## src/rtl/overlay_result_drain_pkg.sv

```systemverilog
// rtl/overlay_result_drain_pkg.sv - shared modes, widths and FIFO entry type for the overlay result drain
package overlay_result_drain_pkg;

  localparam logic [1:0] MODE_1L  = 2'b00;
  localparam logic [1:0] MODE_2L  = 2'b01;
  localparam logic [1:0] MODE_4L  = 2'b10;
  localparam logic [1:0] MODE_RSV = 2'b11;

  localparam int S_W     = 45;
  localparam int LANE2_W = 22;
  localparam int LANE4_W = 11;
  localparam int CARRY_W = 16;
  localparam int OUT_W   = 46;

  // sgn holds the lane sign interpretation ("signed" is a reserved word)
  typedef struct packed {
    logic [1:0]         mode;
    logic               sgn;
    logic [S_W-1:0]     s;
    logic [CARRY_W-1:0] carry;
  } entry_t;

  // Index of the final lane for a mode; the reserved mode behaves as one lane
  function automatic logic [1:0] lanes_m1(input logic [1:0] mode);
    case (mode)
      MODE_2L: lanes_m1 = 2'd1;
      MODE_4L: lanes_m1 = 2'd3;
      default: lanes_m1 = 2'd0;
    endcase
  endfunction

endpackage

```

## src/rtl/overlay_result_fifo.sv

```systemverilog
// rtl/overlay_result_fifo.sv - synchronous entry FIFO with registered occupancy
module overlay_result_fifo
  import overlay_result_drain_pkg::*;
#(
  parameter int DEPTH = 4,
  parameter int CW    = $clog2(DEPTH + 1)
) (
  input  logic          clk,
  input  logic          reset,
  input  logic          push,
  input  logic          pop,
  input  entry_t        wdata,
  output entry_t        rdata,
  output logic [CW-1:0] count,
  output logic          full,
  output logic          empty
);

  localparam int PW = $clog2(DEPTH);

  entry_t        mem_q [DEPTH];
  entry_t        mem_d [DEPTH];
  logic [PW-1:0] wr_ptr_q, wr_ptr_d;
  logic [PW-1:0] rd_ptr_q, rd_ptr_d;
  logic [CW-1:0] count_q, count_d;
  logic          push_ok, pop_ok;

  // Fullness is judged on the start-of-cycle count, so a same-cycle pop never frees room
  assign full    = (count_q == CW'(DEPTH));
  assign empty   = (count_q == '0);
  assign push_ok = push && !full;
  assign pop_ok  = pop && !empty;
  assign rdata   = mem_q[rd_ptr_q];
  assign count   = count_q;

  // Next storage, pointer and occupancy; pointers wrap naturally at the power-of-two depth
  always_comb begin
    mem_d    = mem_q;
    wr_ptr_d = wr_ptr_q;
    rd_ptr_d = rd_ptr_q;
    count_d  = count_q;
    if (push_ok) begin
      mem_d[wr_ptr_q] = wdata;
      wr_ptr_d        = wr_ptr_q + PW'(1);
    end
    if (pop_ok) begin
      rd_ptr_d = rd_ptr_q + PW'(1);
    end
    case ({push_ok, pop_ok})
      2'b10:   count_d = count_q + CW'(1);
      2'b01:   count_d = count_q - CW'(1);
      default: count_d = count_q;
    endcase
  end

  // State registers with synchronous active-low reset
  always_ff @(posedge clk) begin
    if (!reset) begin
      mem_q    <= '{default: '0};
      wr_ptr_q <= '0;
      rd_ptr_q <= '0;
      count_q  <= '0;
    end else begin
      mem_q    <= mem_d;
      wr_ptr_q <= wr_ptr_d;
      rd_ptr_q <= rd_ptr_d;
      count_q  <= count_d;
    end
  end

endmodule

```

## src/rtl/overlay_result_drain.sv

```systemverilog
// rtl/overlay_result_drain.sv - buffers MAC results and serialises their SIMD lanes onto a stream
module overlay_result_drain
  import overlay_result_drain_pkg::*;
#(
  parameter int DEPTH = 4,
  parameter int CW    = $clog2(DEPTH + 1)
) (
  input  logic               clk,
  input  logic               reset,
  input  logic               in_valid,
  input  logic [1:0]         in_mode,
  input  logic               in_signed,
  input  logic [S_W-1:0]     in_s,
  input  logic [CARRY_W-1:0] in_carry,
  output logic               out_valid,
  input  logic               out_ready,
  output logic [OUT_W-1:0]   out_data,
  output logic [1:0]         out_lane,
  output logic               out_last,
  output logic [CW-1:0]      fifo_count,
  output logic               overflow,
  output logic               mode_err
);

  typedef enum logic {IDLE, EMIT} state_t;

  state_t             state_q, state_d;
  logic [1:0]         lane_q, lane_d;
  logic               overflow_q, overflow_d;
  logic               mode_err_q, mode_err_d;
  entry_t             wdata, head;
  logic [CW-1:0]      count;
  logic               fifo_full, fifo_empty;
  logic               push_acc, hs, last_lane, pop;
  logic               carry_bit;
  logic [LANE2_W-1:0] lane22;
  logic [LANE4_W-1:0] lane11;
  logic [OUT_W-1:0]   uext, sext;

  assign wdata = '{mode: in_mode, sgn: in_signed, s: in_s, carry: in_carry};

  overlay_result_fifo #(.DEPTH(DEPTH), .CW(CW)) u_fifo (
    .clk   (clk),
    .reset (reset),
    .push  (in_valid),
    .pop   (pop),
    .wdata (wdata),
    .rdata (head),
    .count (count),
    .full  (fifo_full),
    .empty (fifo_empty)
  );

  assign push_acc  = in_valid && !fifo_full;
  assign last_lane = (lane_q == lanes_m1(head.mode));
  assign hs        = (state_q == EMIT) && out_ready;
  assign pop       = hs && last_lane;

  // Lane FSM: walk the head entry's lanes, pop on the last one, continue without a bubble
  always_comb begin
    state_d = state_q;
    lane_d  = lane_q;
    case (state_q)
      IDLE: begin
        if (count != '0) begin
          state_d = EMIT;
          lane_d  = '0;
        end
      end
      EMIT: begin
        if (hs) begin
          if (!last_lane) begin
            lane_d = lane_q + 2'd1;
          end else begin
            lane_d  = '0;
            state_d = (count > CW'(1) || push_acc) ? EMIT : IDLE;
          end
        end
      end
      default: begin
        state_d = IDLE;
        lane_d  = '0;
      end
    endcase
  end

  // Sticky error flags; a reserved mode is flagged whether or not the entry fits
  always_comb begin
    overflow_d = overflow_q || (in_valid && fifo_full);
    mode_err_d = mode_err_q || (in_valid && (in_mode == MODE_RSV));
  end

  // Slice the current lane out of the head entry and form both extensions
  always_comb begin
    carry_bit = head.carry[lane_q];
    lane22    = lane_q[0] ? head.s[43:22] : head.s[21:0];
    case (lane_q)
      2'd1:    lane11 = head.s[21:11];
      2'd2:    lane11 = head.s[32:22];
      2'd3:    lane11 = head.s[43:33];
      default: lane11 = head.s[10:0];
    endcase
    case (head.mode)
      MODE_2L: begin
        uext = {23'd0, carry_bit, lane22};
        sext = {{24{lane22[LANE2_W-1]}}, lane22};
      end
      MODE_4L: begin
        uext = {34'd0, carry_bit, lane11};
        sext = {{35{lane11[LANE4_W-1]}}, lane11};
      end
      default: begin
        uext = {carry_bit, head.s};
        sext = {head.s[S_W-1], head.s};
      end
    endcase
  end

  // State registers with synchronous active-low reset
  always_ff @(posedge clk) begin
    if (!reset) begin
      state_q    <= IDLE;
      lane_q     <= '0;
      overflow_q <= 1'b0;
      mode_err_q <= 1'b0;
    end else begin
      state_q    <= state_d;
      lane_q     <= lane_d;
      overflow_q <= overflow_d;
      mode_err_q <= mode_err_d;
    end
  end

  assign out_valid  = (state_q == EMIT);
  assign out_data   = out_valid ? (head.sgn ? sext : uext) : '0;
  assign out_lane   = out_valid ? lane_q : 2'd0;
  assign out_last   = out_valid && last_lane;
  assign fifo_count = count;
  assign overflow   = overflow_q;
  assign mode_err   = mode_err_q;

endmodule

```

## config.mk

```make
export PLATFORM = sky130hd
export DESIGN_NAME = overlay_result_drain
export DESIGN_NICKNAME = d
export VERILOG_FILES = /design/src/rtl/overlay_result_drain_pkg.sv /design/src/rtl/overlay_result_fifo.sv /design/src/rtl/overlay_result_drain.sv
export SDC_FILE = /design/constraint.sdc
export NUM_CORES = 1
export LEC_CHECK = 0
export CAP_MARGIN = 0
export CORE_ASPECT_RATIO = 1.5
export CORE_MARGIN = 5
export CORE_UTILIZATION = 30
export CTS_CLUSTER_SIZE = 20
export DETAILED_ROUTE_END_ITERATION = 16
export PLACE_DENSITY = 0.49
export RECOVER_POWER = 100
export SLEW_MARGIN = 20
export SYNTH_ARGS = -nofsm -noshare
export SYNTH_HDL_FRONTEND = slang
export SYNTH_HIERARCHICAL = 1
export SYNTH_SLANG_ARGS = --single-unit
```

## constraint.sdc

```tcl
create_clock -name clk -period 9.3 [get_ports clk]
set_input_delay 1.86 -clock clk [delete_from_list [all_inputs] [get_ports clk]]
set_output_delay 1.86 -clock clk [all_outputs]
set_load 0.02 [all_outputs]
```

==> impl_metrics.ini <==
[global_routing]
antenna_found_initial = 0
grt_pass1_wl_um = 48620
grt_usage = 0.1491
grt_max_degree = 155
first_global_vias = 8203
globalRoute.totalOverflow = 0

[setup_path]
critPathBufInv = 2
slowest_stage = dfxtp_1
r2r_slack_ns = 4.79
start_kind = flip-flop
worstSetupEndpointType = primary output
cp_top_family = buffers and inverters
cp.arrival_ns = 5.28
cp_cell_sequence = buf_4 -> mux4_2 -> nand2b_1 -> a21o_1 -> o21ai_4 -> a31oi_1 -> dlygate4sd3_1
worstPathMaxFanout = 38
slowest_delay_ns = 1.04
required_ns = 7.44
timing_worst_setup_path_type = reg -> out

[clock_tree]
ctsResizeCount = 0
ctsRootBufferMaster = clkbuf_16
cts_tree = done
path_clk_slew_ns = 0.06
cts_buffers = 23
postCtsSetupBuffers = 0
insertion_delay_ns = 0.51
ctsHoldBuffers = 0
cts_sinks = 220
h-tree-depth = 1
cts_buffer_depth = 3

[power_and_ir_drop]
pwr-share-clk = 0.402
intPower_w = 0.001740
comb_power_share = 0.173
seq_power_share = 0.425
p_leak_nw = 4.519
finalPower_w = 0.002393
switching_power_w = 0.0006536
vdd_ir_drop_max_mv = 0.1140
pwr_density_cell_nw_per_um2 = 185.6
power_switching_share = 0.2731

[layout]
fill_cells = 3727
diodes = 0
layout_commonest_cell = nand2_1
layout_common_cells = nand2_1, dfxtp_1, mux2i_1, clkdlybuf4s50_1
fin_util = 0.3525
area_delta_synth_final_pct = 17.03
drive_gt1_frac = 0.1088
final_nets = 1214

[run_status]
outcome = finished, violations left
violations = capacitance limit, slew limit

[synthesis]
synth_warnings = 6
netlist_area_um2 = 11020
avgSynthCellArea_um2 = 10.17
netlist_instances = 1084
synthesis.nets = 1164

[sta]
fin_setup_tns_ns = 0
max_freq_ghz = 0.1400
report.final.slew_viol_count = 123
skew_ns = 0.008387
hold_ws_ns = 0.4534
worst-slew-pin-transition_ns = 5.296
finalSetupViolCount = 0
period_share = 0.7681
hold_viol_final = 0
min_period_ns = 7.143
rsz0062_at_grt = false
slew-limit-headroom = -2.531

[routing]
first_pass_iters = 5
drt_iter0_markers = 643
drc = 0
post_drt_via_cell_ratio = 4.855
vias = 7929
wl_per_cell_um = 19.04
drt_wl_total_um = 31090
drt.antenna.violating_nets = 0

[die]
rows = 86
die_y_um = 244.7
start_util = 0.3012
core_area_um2 = 36590
die_w_um = 166.5
die_area_um2 = 40740
ios = 123

[place]
dpl.hpwl_um = 20320
portBuffers = 110
gp_congestion = 0.7727

[min_path]
hp-class = reg -> reg

[job]
maxCapViolations = 1
tightest hold or removal path, stage by stage, from the launching register on:
cell and delay [ns]:
dfxtp_1 0.31, nand2_1 0.05, mux2i_1 0.05
power groups by stage:
stage	sequential [W]	clock, W	combinational, W
floorplan	0.00103	0	0.000295
global placement	0.00104	0	0.000419
detailed placement	0.00104	0	0.000423
CTS	0.00102	0.000992	0.000424
global route	0.00102	0.00103	0.000449
finish	0.00102	0.000962	0.000413
metal layers:
metal / track usage / vias up / routed length (um)
met5: 0 / - / 0
met4: 0.04238 / 0 / 655
met3: 0.01933 / 30 / 1144
met2: 0.2564 / 158 / 15300
met1: 0.1971 / 3857 / 13990
li1: - / 3884 / -
sequential cells by signal (all words and copies together) (netlist names):
signal and cells:
u_fifo/mem_q 208, u_fifo/count 3, lane_q 2, u_fifo/rd_ptr_q 2, u_fifo/wr_ptr_q 2, mode_err 1, out_valid 1, overflow 1
cell type report:
class	count	area [um^2]	share of cell area
clock buffer	34	676.9	0.05249
clock inverter	6	106.4	0.008247
inverter	14	52.55	0.004075
multi-input combinational	755	5868	0.4550
sequential	220	4408	0.3418
tap	484	605.6	0.04696
timing repair buffer	120	1179	0.09139
worst paths after layout:
check                                    endpoint                from  depth (start not counted)
worst max register to register    u_fifo/count[2]  u_fifo/rd_ptr_q[0]                         13
worst min-delay path            u_fifo/mem_q[227]   u_fifo/mem_q[227]                          2
worst min register to register  u_fifo/mem_q[227]   u_fifo/mem_q[227]                          2
worst max-delay path                 out_data[22]  u_fifo/rd_ptr_q[0]                          7
stage by stage:
| step | cell area (um^2) | setup slack (ns) | instances |
|---|---|---|---|
| final | 12900 | 2.157 | 1633 |
| after global routing | 12900 | 1.834 | 1633 |
| after detailed placement | 12130 | 3.159 | 1593 |
| after floorplan | 11020 | 5.031 | 1084 |
| after CTS | 12910 | 2.590 | 1633 |
| after global placement | 12130 | 3.157 | 1593 |
No activity file was read; power rests on OpenSTA's default activity.
